===== config.mk =====
export PLATFORM = sky130hd
export DESIGN_NAME = dm_access_unit
export DESIGN_NICKNAME = d
export VERILOG_FILES = /design/src/rtl/dm_access_unit.sv
export SDC_FILE = /design/constraint.sdc
export NUM_CORES = 1
export LEC_CHECK = 0
export CORE_MARGIN = 8
export CORE_UTILIZATION = 28
export DETAILED_ROUTE_END_ITERATION = 16
export SETUP_SLACK_MARGIN = 0.5
export SLEW_MARGIN = 20
export SYNTH_ARGS = -nofsm -noshare
export SYNTH_HDL_FRONTEND = slang
export SYNTH_SLANG_ARGS = --single-unit

===== constraint.sdc =====
create_clock -name clk -period 1.9 [get_ports clk]
set_input_delay 0.285 -clock clk [delete_from_list [all_inputs] [get_ports clk]]
set_output_delay 0.285 -clock clk [all_outputs]
set_load 0.03 [all_outputs]

===== src/rtl/dm_access_unit.sv =====
// Data-memory stage: aligned loads/stores over a req/ready handshake, lane
// steering and load extension, upstream stall, and the DM/WB pipeline register.
module dm_access_unit #(
    parameter int DM_OP_BIT = 3
) (
    input  logic                 clk,
    input  logic                 rst_n,
    input  logic [31:0]          alu_data_res_ex_dm,
    input  logic [31:0]          regfile_pre_data_w_ex_dm,
    input  logic [31:0]          regfile_data_b_ex_dm,
    input  logic                 halt_ex_dm,
    input  logic [4:0]           regfile_req_w_ex_dm,
    input  logic                 regfile_w_en_ex_dm,
    input  logic [DM_OP_BIT-1:0] datamem_op_ex_dm,
    input  logic                 datamem_w_en_ex_dm,
    input  logic                 memtoreg_ex_dm,
    output logic                 mem_req,
    output logic                 mem_we,
    output logic [31:0]          mem_addr,
    output logic [3:0]           mem_be,
    output logic [31:0]          mem_wdata,
    input  logic [31:0]          mem_rdata,
    input  logic                 mem_ready,
    output logic                 stall,
    output logic [31:0]          regfile_data_w_dm_wb,
    output logic [4:0]           regfile_req_w_dm_wb,
    output logic                 regfile_w_en_dm_wb,
    output logic                 halt_dm_wb,
    output logic                 misalign_dm_wb
);

    typedef enum logic [1:0] {IDLE, BUSY, DONE} state_t;

    state_t      state, state_nxt;
    logic [31:0] rdata_q;
    logic [1:0]  lane;
    logic        is_byte, is_half, is_word, signed_ld;
    logic        access, misalign, aligned_acc;
    logic [3:0]  store_be;
    logic [31:0] store_data;
    logic [7:0]  byte_sel;
    logic [15:0] half_sel;
    logic [31:0] load_data;

    assign lane = alu_data_res_ex_dm[1:0];

    always_comb begin
        is_byte   = (datamem_op_ex_dm == DM_OP_BIT'(1)) || (datamem_op_ex_dm == DM_OP_BIT'(2));
        is_half   = (datamem_op_ex_dm == DM_OP_BIT'(3)) || (datamem_op_ex_dm == DM_OP_BIT'(4));
        is_word   = !is_byte && !is_half;
        signed_ld = (datamem_op_ex_dm == DM_OP_BIT'(1)) || (datamem_op_ex_dm == DM_OP_BIT'(3));
        access    = memtoreg_ex_dm || datamem_w_en_ex_dm;
        misalign  = access && ((is_half && lane[0]) || (is_word && (lane != 2'b00)));
        aligned_acc = access && !misalign;
    end

    always_comb begin
        store_be   = 4'b1111;
        store_data = regfile_data_b_ex_dm;
        if (is_byte) begin
            store_be   = 4'b0001 << lane;
            store_data = {4{regfile_data_b_ex_dm[7:0]}};
        end else if (is_half) begin
            store_be   = lane[1] ? 4'b1100 : 4'b0011;
            store_data = {2{regfile_data_b_ex_dm[15:0]}};
        end
    end

    assign mem_req   = (state == BUSY);
    assign mem_we    = datamem_w_en_ex_dm;
    assign mem_addr  = {alu_data_res_ex_dm[31:2], 2'b00};
    assign mem_be    = datamem_w_en_ex_dm ? store_be : 4'b1111;
    assign mem_wdata = store_data;
    assign stall     = aligned_acc && (state != DONE);

    always_comb begin
        state_nxt = state;
        case (state)
            IDLE:    if (aligned_acc) state_nxt = BUSY;
            BUSY:    if (mem_ready) state_nxt = DONE;
            DONE:    state_nxt = IDLE;
            default: state_nxt = IDLE;
        endcase
    end

    always_ff @(posedge clk or negedge rst_n) begin
        if (!rst_n) begin
            state   <= IDLE;
            rdata_q <= '0;
        end else begin
            state <= state_nxt;
            if (state == BUSY && mem_ready)
                rdata_q <= mem_rdata;
        end
    end

    always_comb begin
        case (lane)
            2'd0:    byte_sel = rdata_q[7:0];
            2'd1:    byte_sel = rdata_q[15:8];
            2'd2:    byte_sel = rdata_q[23:16];
            default: byte_sel = rdata_q[31:24];
        endcase
        half_sel = lane[1] ? rdata_q[31:16] : rdata_q[15:0];
        if (is_byte)
            load_data = {{24{signed_ld & byte_sel[7]}}, byte_sel};
        else if (is_half)
            load_data = {{16{signed_ld & half_sel[15]}}, half_sel};
        else
            load_data = rdata_q;
    end

    // A stalled cycle writes a bubble so the access retires exactly once, from DONE.
    always_ff @(posedge clk or negedge rst_n) begin
        if (!rst_n) begin
            regfile_data_w_dm_wb <= '0;
            regfile_req_w_dm_wb  <= '0;
            regfile_w_en_dm_wb   <= 1'b0;
            halt_dm_wb           <= 1'b0;
            misalign_dm_wb       <= 1'b0;
        end else if (stall) begin
            regfile_data_w_dm_wb <= '0;
            regfile_req_w_dm_wb  <= '0;
            regfile_w_en_dm_wb   <= 1'b0;
            halt_dm_wb           <= 1'b0;
            misalign_dm_wb       <= 1'b0;
        end else begin
            regfile_data_w_dm_wb <= (memtoreg_ex_dm && !misalign) ? load_data : regfile_pre_data_w_ex_dm;
            regfile_req_w_dm_wb  <= regfile_req_w_ex_dm;
            regfile_w_en_dm_wb   <= regfile_w_en_ex_dm && !misalign;
            halt_dm_wb           <= halt_ex_dm;
            misalign_dm_wb       <= misalign;
        end
    end

endmodule

# Yosys cells after proc, flatten, opt, wreduce, memory -nomap -nowiden
# Cells that the tools add are included.
dict set report word_totals {
  register_bits 74
  latch_bits 0
  mem_bits_rw 0
  mem_bits_ro 0
  input_bits 143
  output_inout_bits 111
  word_cells 60
  mem_count 0
}
dict set report classes {
  addsub 0
  multipliers 0
  n_div 0
  magnitude_cmp 0
  n_eq_ne 10
  n_shift 1
  muxes 19
  bitwise 2
  reduce_logical 21
}
# operator count
set ops {}
lappend ops {{2-to-1 mux 32 bit} 6}
lappend ops {{one-hot mux 8 bit (3 select lines)} 1}
lappend ops {{2-to-1 mux 16 bit} 1}
lappend ops {{2-to-1 mux 4 bit} 4}
lappend ops {{logical AND 1 bit} 9}
lappend ops {{== test 3 x 2 -> 1 bit (second input constant)} 2}
lappend ops {{logical OR 1 bit} 5}
lappend ops {{2-to-1 mux 5 bit} 1}
lappend ops {{== test 2 x 1 -> 1 bit (second input constant)} 2}
lappend ops {{logical NOT 2 bit} 2}
lappend ops {{2-to-1 mux 2 bit} 2}
lappend ops {{inequality test 2 bit (second input constant)} 2}
lappend ops {{one-hot mux 2 bit (2 select lines)} 1}
lappend ops {{left shift 1 x 2 -> 4 bit (first input constant)} 1}
lappend ops {{== test 3 x 1 -> 1 bit (second input constant)} 1}
lappend ops {{== test 3 bit (second input constant)} 1}
lappend ops {{logical NOT 1 bit} 3}
lappend ops {{2-to-1 mux 1 bit} 3}
lappend ops {{AND 1 bit} 2}
lappend ops {{== test 2 bit (second input constant)} 1}
lappend ops {{inequality test 2 x 1 -> 1 bit (second input constant)} 1}
lappend ops {{AND reduction 2 bit} 1}
lappend ops {{nonzero test 2 bit} 1}

# Depth between registers and ports, before layout
dict set report logic_depth {
  word_depth 11
  mapped_depth 8
  mapped_depth_nobuf 5
}

# Worst setup path before layout
# Ideal clock, no wire load.
dict set report synth_path {
  path_type {input port to output port}
  start {in alu_data_res_ex_dm[1]}
  end {out mem_be[2]}
  arrival_ps 2045
  required_time_ps 1615
  setup_slack_ps -430
  stages 6
  path_buffers 3
  cell_sequence {clkbuf_1 > clkbuf_1 > buf_2 > and3_1 > a2111oi_0 > o21ai_0}
}
dict set report synth_via {
  elab_chain_cells 4
  word_cells_on_any_way 5
  cone_classes {1 x shift; 4 x mux}
}
# item line
set synth_rtl {}
lappend synth_rtl {{start, declared} 8} ;# input logic [31:0] alu_data_res_ex_dm,
lappend synth_rtl {{2-to-1 mux 4 bit} 64} ;# store_be = lane[1] ? 4'b1100 : 4'b0011;
lappend synth_rtl {{2-to-1 mux 4 bit} 63} ;# end else if (is_half) begin
lappend synth_rtl {{2-to-1 mux 4 bit *} 60} ;# if (is_byte) begin
lappend synth_rtl {{2-to-1 mux 4 bit *} 72} ;# assign mem_be = datamem_w_en_ex_dm ? store_be : 4'b1111;
lappend synth_rtl {{end, declared} 20} ;# output logic [3:0] mem_be,
# Mark *: on every way between the ends. The rest lies on a longest branch, timed or not.

# Final worst setup path
dict set report layout_path {
  start {in datamem_op_ex_dm[1]}
  end {out mem_wdata[11]}
}
dict set report layout_via {
  elab_chain_cells 3
  word_cells_on_any_way 4
  cone_classes {2 x eq/ne; 1 x mux; 1 x reduce/logical}
}
# item line
set layout_rtl {}
lappend layout_rtl {{start, declared} 14} ;# input logic [DM_OP_BIT-1:0] datamem_op_ex_dm,
lappend layout_rtl {{== test 3 x 1 -> 1 bit or == test 3 x 2 -> 1 bit (tied branches)} 48} ;# is_byte = (datamem_op_ex_dm == DM_OP_BIT'(1)) || (datamem_op_ex_dm == DM_OP_BIT'(2));
lappend layout_rtl {{logical OR 1 bit *} 48}
lappend layout_rtl {{2-to-1 mux 32 bit *} 60}
lappend layout_rtl {{end, declared} 21} ;# output logic [31:0] mem_wdata,
# Marked as above.

==> summary.txt <==
Detailed routing
  • Drt drc: 0
  • DR vias/cell: 4.83
  • WL final: 17500 µm
  • 1st-iter DRT viols: 144
  • Detailed-router iteration count before antenna repair: 4
  • Wire length per cell: 19.3 µm
  • Antenna Nets Post-Route: 0
  • Vias: 4397

Timing
  • Clock skew: 8.13 ps
  • RSZ-0062 raised after global routing: yes
  • Max Slew Vio Count: 0
  • Setup ws final: 88.5 ps
  • Rel. slew slack: 66.4%
  • Final number of hold-violating endpoints: 0
  • Tcrit/Tclk final: 95.3%
  • Worst-Margin Slew: 504 ps
  • Hold Slack: 461 ps
  • Tmin final: 1810 ps
  • TNS Setup: 0 ps
  • Peak Freq: 552 MHz
  • Setup-failing EPs final: 0

Clock network
  • TritonCTS clock tree: built
  • CTS Buffer Depth: 2
  • Worst skew pair latency: 330 ps
  • Num CTS Buffers: 9
  • H-Tree Depth: 3
  • Clk slew on worst S/H paths: 60 ps
  • CTS sink count: 74
  • Root Buffer Master: clkbuf_16

Setup path
  • Setup Crit Path Kind: input pin to primary output
  • Crit path from: datamem_op_ex_dm[1]
  • WP data arrival: 1530 ps
  • Setup crit end kind: primary output
  • Crit-path max FO: 7
  • Worst EP required: 1620 ps
  • R2R Path Start: rdata_q[23]
  • Startpoint types: input pin

Pwr
  • Reg power frac: 35.5%
  • Largest vdd supply drop: 411 µV
  • Power density over the cells: 858 nW/µm²
  • Switching Fraction: 36.2%
  • Comb pwr share: 40.6%
  • Internal: 4.31 mW
  • Clock Power Share: 23.8%
  • Sw power: 2.44 mW
  • Leakage power: 3.65 nW

Die
  • Die W: 141 µm
  • Row count: 45
  • Core area: 15200 µm²
  • Die Ht: 141 µm
  • IO Count: 254
  • Area of the die: 19800 µm²
  • Initial Util: 28.6%

Global routing
  • Total grt overflow: 0
  • Total Routing Usage GR: 17.1%
  • First-pass GRT wire length: 26400 µm
  • Initial antenna violation count: 0
  • Vias in the first global route: 4755
  • Largest net degree at the start of global routing: 39

Synth
  • Main flop type after synthesis: dfrtp_1
  • Sequential element share of the synthesized area: 42.6%
  • Ys async rst share: 100%
  • EDFF count, synth: 0
  • Unique masters post-synth: 48
  • Synth Instances: 486
  • Flops & latches, synth: 74
  • Yosys warns: 0
  • Cell area after synthesis: 4350 µm²
  • Top post-synthesis cells by area: dfrtp_1, nand2_1, buf_4
  • Avg Cell Area, Syn: 8.94 µm²
  • Largest area contributor in the netlist: dfrtp_1
  • Synth top area share: 42.6%

Layout
  • Filler cells: 1389
  • Layout area overhead: 81.2%
  • Ant. Diodes: 0
  • Commonest cells after routing, fill and taps aside: nand2_1, clkdlybuf4s50_1, dfrtp_1, buf_4, buf_6
  • Fin nets: 860
  • Commonest non-fill, non-tap cell in the layout: nand2_1
  • Layout cell share with drive strength beyond 1: 35.9%
  • Non-filler cells, final: 910
  • Final Util: 51.8%
  • Multi-input logic area: 2500 µm²
  • Storage element area: 1850 µm²

Placement
  • Setup WS pre-CTS: -843 ps
  • Hpwl dp: 12600 µm
  • GP Congestion: 0.894
  • Cell count after placement: 844
  • Port bufs: 191

Min path
  • Hold Path Class: input pin to async pin

Outcome
  • Status: completed

Run
  • Max Cap Viol: 0
## routing by layer
layer / vias to the layer above / wire length (µm) / track usage [%]
li1: 2068 / - / -
met4: 0 / 452 / 6.67
met3: 36 / 1240 / 4.93
met5: - / 0 / 0
met1: 2111 / 6720 / 18.2
met2: 182 / 9110 / 31.4
## power groups by stage
stage / registers, mW / logic [mW] / clock network [mW]
2_1_floorplan: 2.46 / 1.38 / 0
6_report: 2.40 / 2.75 / 1.61
3_3_place_gp: 2.41 / 2.41 / 0
5_1_grt: 2.45 / 2.97 / 1.73
3_5_place_dp: 2.43 / 2.44 / 0
4_1_cts: 2.40 / 2.60 / 1.66
## final timing paths
| kind | slack [ps] | end | cells after the start |
|---|---|---|---|
| min reg2reg | 510 | state[0] | 1 |
| min in group clk | 490 | rdata_q[28] | 3 |
| max | 90 | mem_wdata[11] | 7 |
| max in group asynchronous | 830 | rdata_q[5] | 3 |
| max reg2reg | 220 | regfile_data_w_dm_wb[20] | 6 |
| min | 460 | regfile_data_w_dm_wb[28] | 2 |
## worst max-delay path, cell delays in order
cell      delay (ps)
buf_8            110
buf_8            130
nand2b_4         140
a21o_4           250
buf_12           150
mux2_4           310
buf_6            140
## cell families (layout without fill, tap and decap cells)
| logic type | Yosys count | in the layout | synth area share, % |
|---|---|---|---|
| xor+xnor | 1 | 1 | 0.202 |
| other cells | 1 | 2 | 0.0863 |
| compound gates | 82 | 82 | 15.4 |
| flops | 74 | 74 | 42.6 |
| buf+inv | 80 | 314 | 10.9 |
| simple gates | 219 | 220 | 21.2 |
| mux | 29 | 29 | 9.50 |
## Yosys cell counts, drive strengths merged, types with 2 or more instances
cell	number
nor2	43
dfrtp	74
mux4	8
o2bb2ai	16
mux2i	3
nand3	7
a311o	8
o22ai	6
a21oi	15
inv	4
a211oi	3
nand2b	4
nand2	139
nor3	3
nor2b	10
nor3b	2
buf	54
o21ai	15
o211ai	2
and3b	2
a22o	7
a2111oi	3
or3	3
clkbuf	21
mux2	18
## repair_timing
action	4_1_cts	5_1_grt
setup endpoints to repair	118	80
pin swaps	26	24
hold endpoints to repair	37	0
cloned	3	1
hold buffers	1	0
setup buffers	28	17
resized for setup	225	71
## state kept, by name (all words and copies together), names as in the netlist
name and cells:
regfile_req_w_dm_wb 5, state 2, halt_dm_wb 1, regfile_data_w_dm_wb 32
misalign_dm_wb 1, rdata_q 32, regfile_w_en_dm_wb 1
## final cells by class
class	instances	area share, %
clock buffers	13	3.30
multi-input cells	334	31.7
inverters	5	0.238
flip-flops and latches	74	23.5
repair buffers	293	37.9
clock inverters	3	0.302
well taps	188	2.99
## through the flow
stage / cell area [µm²] / power [mW]
after floorplan: 4610 / 3.84
after global placement: 6650 / 4.82
after detailed placement: 6650 / 4.87
after CTS: 7510 / 6.67
after global routing: 7880 / 7.14
final: 7880 / 6.75
No activity file was read; power rests on OpenSTA's default activity.
